**src/rtl/reduce_and_scheduler.sv**
```systemverilog
// Shares one 8-slot reduction-AND datapath between PORT_NUM requesters.
// Define REDAND_FIXED_PRIO_EN for a fixed-priority arbiter instead of round-robin.
module reduce_and_scheduler #(
    parameter int PORT_NUM = 2,
    parameter int WIDTH    = 8,
    parameter int IDW      = 3
) (
    input  logic                      clk,
    input  logic                      reset,
    input  logic [PORT_NUM-1:0]       req_valid,
    input  logic [PORT_NUM*WIDTH-1:0] req_data,
    input  logic [PORT_NUM-1:0]       req_last,
    output logic [PORT_NUM-1:0]       req_ready,
    output logic                      res_valid,
    input  logic                      res_ready,
    output logic [WIDTH-1:0]          res_q,
    output logic [IDW-1:0]            res_id,
    output logic                      busy
);

    typedef enum logic [1:0] {
        ST_IDLE,
        ST_COLLECT,
        ST_RESULT
    } state_t;

    state_t              r_state;
    logic [2:0]          r_cnt;
    logic [WIDTH-1:0]    r_slot [8];
    logic [IDW-1:0]      r_rr_ptr;
    logic [IDW-1:0]      r_grant;
    logic [PORT_NUM-1:0] r_req_ready;
    logic                r_res_valid;
    logic [WIDTH-1:0]    r_res_q;
    logic [IDW-1:0]      r_res_id;
    logic                r_busy;

    logic                w_any;
    logic [IDW-1:0]      w_winner;
    logic                w_beat;
    logic                w_last;
    logic [WIDTH-1:0]    w_data;
    logic [WIDTH-1:0]    w_fold;
    logic                w_and;

`ifdef REDAND_FIXED_PRIO_EN
    // NOTE: every always_comb output gets a default first so no path leaves it unassigned (no latch).
    always_comb begin
        w_any    = |req_valid;
        w_winner = '0;
        for (int i = PORT_NUM - 1; i >= 0; i--)
            if (req_valid[i]) w_winner = IDW'(i);
    end
`else
    logic [2*PORT_NUM-1:0] w_dbl;
    logic [PORT_NUM-1:0]   w_rot;

    // NOTE: every always_comb output gets a default first so no path leaves it unassigned (no latch).
    // Rotate the request vector so bit 0 is the port just after rr_ptr.
    always_comb begin
        w_any    = |req_valid;
        w_winner = '0;
        w_dbl    = {req_valid, req_valid} >> (int'(r_rr_ptr) + 1);
        w_rot    = w_dbl[PORT_NUM-1:0];
        for (int i = PORT_NUM - 1; i >= 0; i--)
            if (w_rot[i]) w_winner = IDW'((int'(r_rr_ptr) + 1 + i) % PORT_NUM);
    end
`endif

    assign w_beat = |(req_valid & r_req_ready);
    assign w_last = |(req_last & r_req_ready);

    // Result is folded with the incoming word so it can be registered on the final beat.
    always_comb begin
        w_data = '0;
        for (int i = 0; i < PORT_NUM; i++)
            if (r_req_ready[i]) w_data = req_data[i*WIDTH +: WIDTH];
        w_fold = w_data;
        for (int s = 0; s < 8; s++)
            if (r_cnt != 3'(s)) w_fold = w_fold & r_slot[s];
        w_and = &w_fold;
    end

    // NOTE: sequential state uses non-blocking assignments only, so every flop samples pre-edge values.
    always_ff @(posedge clk) begin
        if (reset) begin
            r_state     <= ST_IDLE;
            r_cnt       <= '0;
            r_rr_ptr    <= IDW'(PORT_NUM - 1);
            r_grant     <= '0;
            r_req_ready <= '0;
            r_res_valid <= 1'b0;
            r_res_q     <= '0;
            r_res_id    <= '0;
            r_busy      <= 1'b0;
            // NOTE: the slot array is only 8 flops deep, so it is reset like any other register.
            for (int s = 0; s < 8; s++) r_slot[s] <= '1;
        end else begin
            case (r_state)
                ST_IDLE: begin
                    if (w_any) begin
                        r_grant     <= w_winner;
                        r_cnt       <= '0;
                        r_req_ready <= PORT_NUM'(1) << w_winner;
                        r_busy      <= 1'b1;
                        r_state     <= ST_COLLECT;
                        for (int s = 0; s < 8; s++) r_slot[s] <= '1;
                    end
                end
                ST_COLLECT: begin
                    if (w_beat) begin
                        r_slot[r_cnt] <= w_data;
                        r_cnt         <= r_cnt + 3'd1;
                        if (r_cnt == 3'd7 || w_last) begin
                            r_req_ready <= '0;
                            r_res_valid <= 1'b1;
                            r_res_q     <= WIDTH'(w_and);
                            r_res_id    <= r_grant;
                            r_state     <= ST_RESULT;
                        end
                    end
                end
                ST_RESULT: begin
                    if (res_ready) begin
                        r_rr_ptr    <= r_grant;
                        r_res_valid <= 1'b0;
                        r_res_q     <= '0;
                        r_res_id    <= '0;
                        r_busy      <= 1'b0;
                        r_state     <= ST_IDLE;
                    end
                end
                default: r_state <= ST_IDLE;
            endcase
        end
    end

    assign req_ready = r_req_ready;
    assign res_valid = r_res_valid;
    assign res_q     = r_res_q;
    assign res_id    = r_res_id;
    assign busy      = r_busy;

endmodule
```
**config.mk**
```make
export PLATFORM = sky130hd
export DESIGN_NAME = reduce_and_scheduler
export DESIGN_NICKNAME = d
export VERILOG_FILES = /design/src/rtl/reduce_and_scheduler.sv
export SDC_FILE = /design/constraint.sdc
export NUM_CORES = 1
export LEC_CHECK = 0
export ABC_CLOCK_PERIOD_IN_PS = 7150
export CAP_MARGIN = 20
export CORE_MARGIN = 3
export CORE_UTILIZATION = 45
export CTS_BUF_LIST = sky130_fd_sc_hd__clkbuf_8
export DETAILED_ROUTE_END_ITERATION = 7
export PLACE_DENSITY = 0.66
export SLEW_MARGIN = 20
export SYNTH_ARGS = -nofsm -noshare
export SYNTH_HDL_FRONTEND = slang
export SYNTH_SLANG_ARGS = --single-unit
```
**constraint.sdc**
```tcl
create_clock -name clk -period 7.15 [get_ports clk]
set_clock_uncertainty 0.05 [all_clocks]
set_input_delay 1.7875 -clock clk [delete_from_list [all_inputs] [get_ports clk]]
set_output_delay 1.7875 -clock clk [all_outputs]
set_load 0.01 [all_outputs]
```
# After elaboration in Yosys (flattened, before gate mapping)
# Memory sizes are Yosys's and may differ from the RTL's.
# Cells that the tools add are included.
[word_totals]
latch_bits = 0
mem_bits_ro = 0
register_bits = 26
ramBits = 64
elab_cells = 126
mem_count = 1
inputBits = 23
[op_classes]
mux = 59
addsub = 3
n_shift = 2
eq_ne = 14
div_mod_pow = 0
n_reduce_logical = 18
n_mul = 0
bitwise = 20
magnitude_cmp = 0
[mem_list]
columns = ["name", "depth", "word_bits", "read_ports", "rd_clocked_by_memory_dff", "wr", "line_no", "rtl"]
rows = [
  ["r_slot", 8, 8, 8, 0, 8, "29", "logic [WIDTH-1:0] r_slot [8];"],
]
[ops]
columns = ["cell", "count"]
rows = [
  ["$mux W8", 22],
  ["$and A8 B8 Y8", 8],
  ["$add A32 B2 Y32 const B", 1],
  ["$shr A4 B32 Y2", 1],
  ["$mux W3", 8],
  ["$pmux W8 S2", 1],
  ["$mux W1", 15],
  ["$mux W2", 7],
  ["$ne A3 B3 Y1 const B", 4],
  ["$pmux W3 S2", 2],
  ["$reduce_and A4 Y1", 3],
  ["$ne A2 B2 Y1 const B", 4],
  ["$or A1 B1 Y1", 8],
  ["$reduce_and A8 Y1", 1],
  ["$reduce_or A8 Y1", 1],
  ["$ne A3 B2 Y1 const B", 2],
  ["$pmux W2 S3", 1],
  ["$reduce_and A3 Y1", 2],
  ["$reduce_bool A2 Y1", 3],
  ["$reduce_or A2 Y1", 3],
  ["$add A3 B1 Y4 const B", 1],
  ["$and A2 B2 Y2", 2],
  ["$pmux W1 S2", 2],
  ["$pmux W2 S2", 1],
  ["12 further kinds", 13],
]

# Depth between registers and ports, before layout
[logic_depth]
word_depth = 22
mapped_depth = 8
mapped_depth_nobuf = 8

# Worst setup path after synthesis
# No wires, ideal clock.
[synth_timing]
path_type = "input -> register"
start = "input req_valid[0]"
end = "memory r_slot[7][0], enable pin"
setup_ns = 0.384
required_time_ns = 6.716
arrival_ns = 3.144
setup_slack_ns = 3.572
cell_stages = 5
path_cell_list = "a22oi_1 -> nand2b_4 -> or3_1 -> buf_2 -> o21ai_0"
[synth_rtl]
columns = ["item", "line_no", "rtl"]
rows = [
  ["start, declared", "10", "input logic [PORT_NUM-1:0] req_valid,"],
  ["end, declared", "29", ""],
]

==> impl_metrics.ini <==
[worst_setup_path]
startpoint_type = input port
endpoint_kind = flop
crit_path_end = r_slot[7][4]
r2r-start = req_ready[1]
rr_worst_depth = 4
rr_endpoint = r_slot[7][4]
worstPathRequired_ns = 7.05
worst-endpoint-arrival_ns = 4.02
setup.worst_path.start = req_valid[0]
rrSetupSlack_ns = 4.26
criticalPathCategory = input port to flop
crit_fanout = 8

[detailed_routing]
drt_wl_total_um = 7070
drtPass1Iterations = 4
viasPerCell = 5.23
antenna_left = 0
vias = 2305
drt_iter0_markers = 189
drc_errors = 0
post_drt_wl_per_cell_um = 16.0

[sta]
fin_crit_sh_pct = 57.7
tns_ns = 0
fmax_mhz = 242
rsz0062_at_grt = false
fin_ws_ns = 3.02
worst_pin_slew_ns = 1.08
setup_viol = 0
hold_violations = 0
drv_slew = 0
layout_min_cycle_time_ns = 4.13
relSlewSlack_pct = 27.8

[synth]
ys_seq_area_share_pct = 62.8
synth_edf_count = 64
synth.distinct_cells = 50
yosysMostFrequentCell = nand2_1
synth_top_area_share_pct = 55.3
yosysTopAreaCell = edfxtp_1
async_flop_share_pct = 0
synth_warnings = 0
synth_area_leaders = edfxtp_1, nand2_1, dfxtp_1
syn_area_sq_um = 3480
synthCells = 308
ys_ff_latch = 77
netlist_top_cells_count = nand2_1, edfxtp_1, nor2_1, a21oi_1, dfxtp_1
synthFlopType = edfxtp_1
syn_area_per_cell_sq_um = 11.3

[grt]
grt_use_met2_pct = 27.1
grt_pass1_vias = 2295
antenna_found_initial = 0
grt_max_degree = 21
use_met3_pct = 3.29
grt_most_used_layer = met2
grt_usage_pct = 17.4
grt_pass1_wl_um = 11500
globalRouteOverflowTotal = 0
grtUsageMet1_pct = 23.7

[place]
dp_hpwl_um = 4990
dpl_worst_slack_ns = 2.65
port-buffer-count = 28
gp_congestion = 0.872
place_area_sq_um = 3800

[power_and_ir_drop]
p_per_area_nw_per_um2 = 213
vdd_drop_max_mv = 0.118
p_leak_nw = 1.22

[clocking]
clockBufferDepth = 2
clockRootBuffer = clkbuf_8
worstSkewPairLatency_ns = 0.34
cts_tree = built
ctsResizeCount = 0
cts_made_buffers = 9
htree_levels = 3
clock-sinks = 77
clkTransAtPathRegs_ns = 0.08
postCtsSetupBuffers = 0
hold_buffers = 0

[floorplan]
placementRows = 31
core_area_sq_um = 7370
dieArea_sq_um = 8810
ios = 38
die_x_um = 93.9
initial_core_util_pct = 47.2
fp.dieH_um = 93.9

[final_layout]
areaGrowthSynthToFinish_pct = 14.1
drive_gt1_share_pct = 7.89
num-nets-final = 366
diodes = 0
final_cell_area_sq_um = 3970

[flow_run]
cap_violations = 0

[outcome]
status = complete, no violations

[worst_hold_path]
hp-start = res_valid
hold_path.class = flop to flop
[worst max-delay path, stage by stage]
cell	delay, ns
clkdlybuf4s50_1	0.43
o21ai_0	0.50
nor2b_1	0.72
o21ai_0	0.58
[how the worst min path moves through the flow]
stage,depth (start not counted),slack (ns),end
3_5_place_dp,2,0.40,res_valid
4_1_cts,2,0.41,res_valid
6_report,2,0.40,res_valid
2_1_floorplan,1,0.38,r_rr_ptr[0]
3_3_place_gp,2,0.39,res_valid
5_1_grt,2,0.42,res_valid
[area by class of cell]
class,count,area [sq um]
clock inverter,7,43.8
tap,99,124
clock buffer,9,124
timing repair buffer,28,280
multi-input combinational,217,1200
sequential,77,2180
fill,663,3400
inverter,4,15.0
[report_power, final]
| part | internal [mW] | switching (mW) |
|---|---|---|
| Combinational | 0.0237 | 0.0443 |
| Clock | 0.123 | 0.158 |
| Sequential | 0.489 | 0.00517 |
[kinds of logic (layout without fill, tap and decap cells)]
kind of cell | count (synthesis) | in the layout | synth area share (%)
simple gates | 158 | 158 | 22.5
fa+ha+maj | 6 | 6 | 2.16
other cells | 1 | 9 | 0.108
compound gates | 44 | 44 | 8.86
buf+inv | 22 | 48 | 3.60
flops | 77 | 77 | 62.8
[stage by stage]
| stage | utilization [%] | power (mW) | hold slack [ns] | instances |
|---|---|---|---|---|
| after floorplan | - | 0.545 | 0.380 | 316 |
| after global placement | 51.6 | 0.573 | 0.394 | 425 |
| after detailed placement | 51.6 | 0.573 | 0.401 | 425 |
| after CTS | 53.8 | 0.847 | 0.409 | 441 |
| after global routing | 53.8 | 0.873 | 0.425 | 441 |
| final | 53.8 | 0.844 | 0.404 | 441 |
[registers in the layout, summed over array words and instances, names as in the netlist]
register and count:
r_slot 64, r_cnt 3, r_state 2, req_ready 2, busy 1, r_grant 1
r_rr_ptr 1, res_id 1, res_q 1, res_valid 1
[layer usage]
layer  share of wire, %  wire length, um
met5                  0                0
met4                1.8              126
met3                6.2              438
met1                 44             3110
met2                 48             3400
[cells in the final DEF (no fill, tap or decap), types with 2 or more instances in the layout]
cell type,netlist,final
nand2_1,84,84
edfxtp_1,64,64
clkdlybuf4s50_1,0,28
nor2_1,23,23
a21oi_1,16,16
dfxtp_1,13,13
nand4_1,10,10
conb_1,1,9
clkbuf_8,0,9
nand2b_1,8,8
ha_1,6,6
inv_1,4,5
o21ai_0,5,5
a31oi_1,5,5
nand3_1,5,5
a22oi_1,4,4
and3_1,4,4
or3_1,3,3
nor2b_1,3,3
clkinvlp_4,0,3
nor3_2,2,2
nand4b_1,2,2
o2111ai_1,2,2
a41oi_1,2,2
No activity file was read; power rests on OpenSTA's default activity.
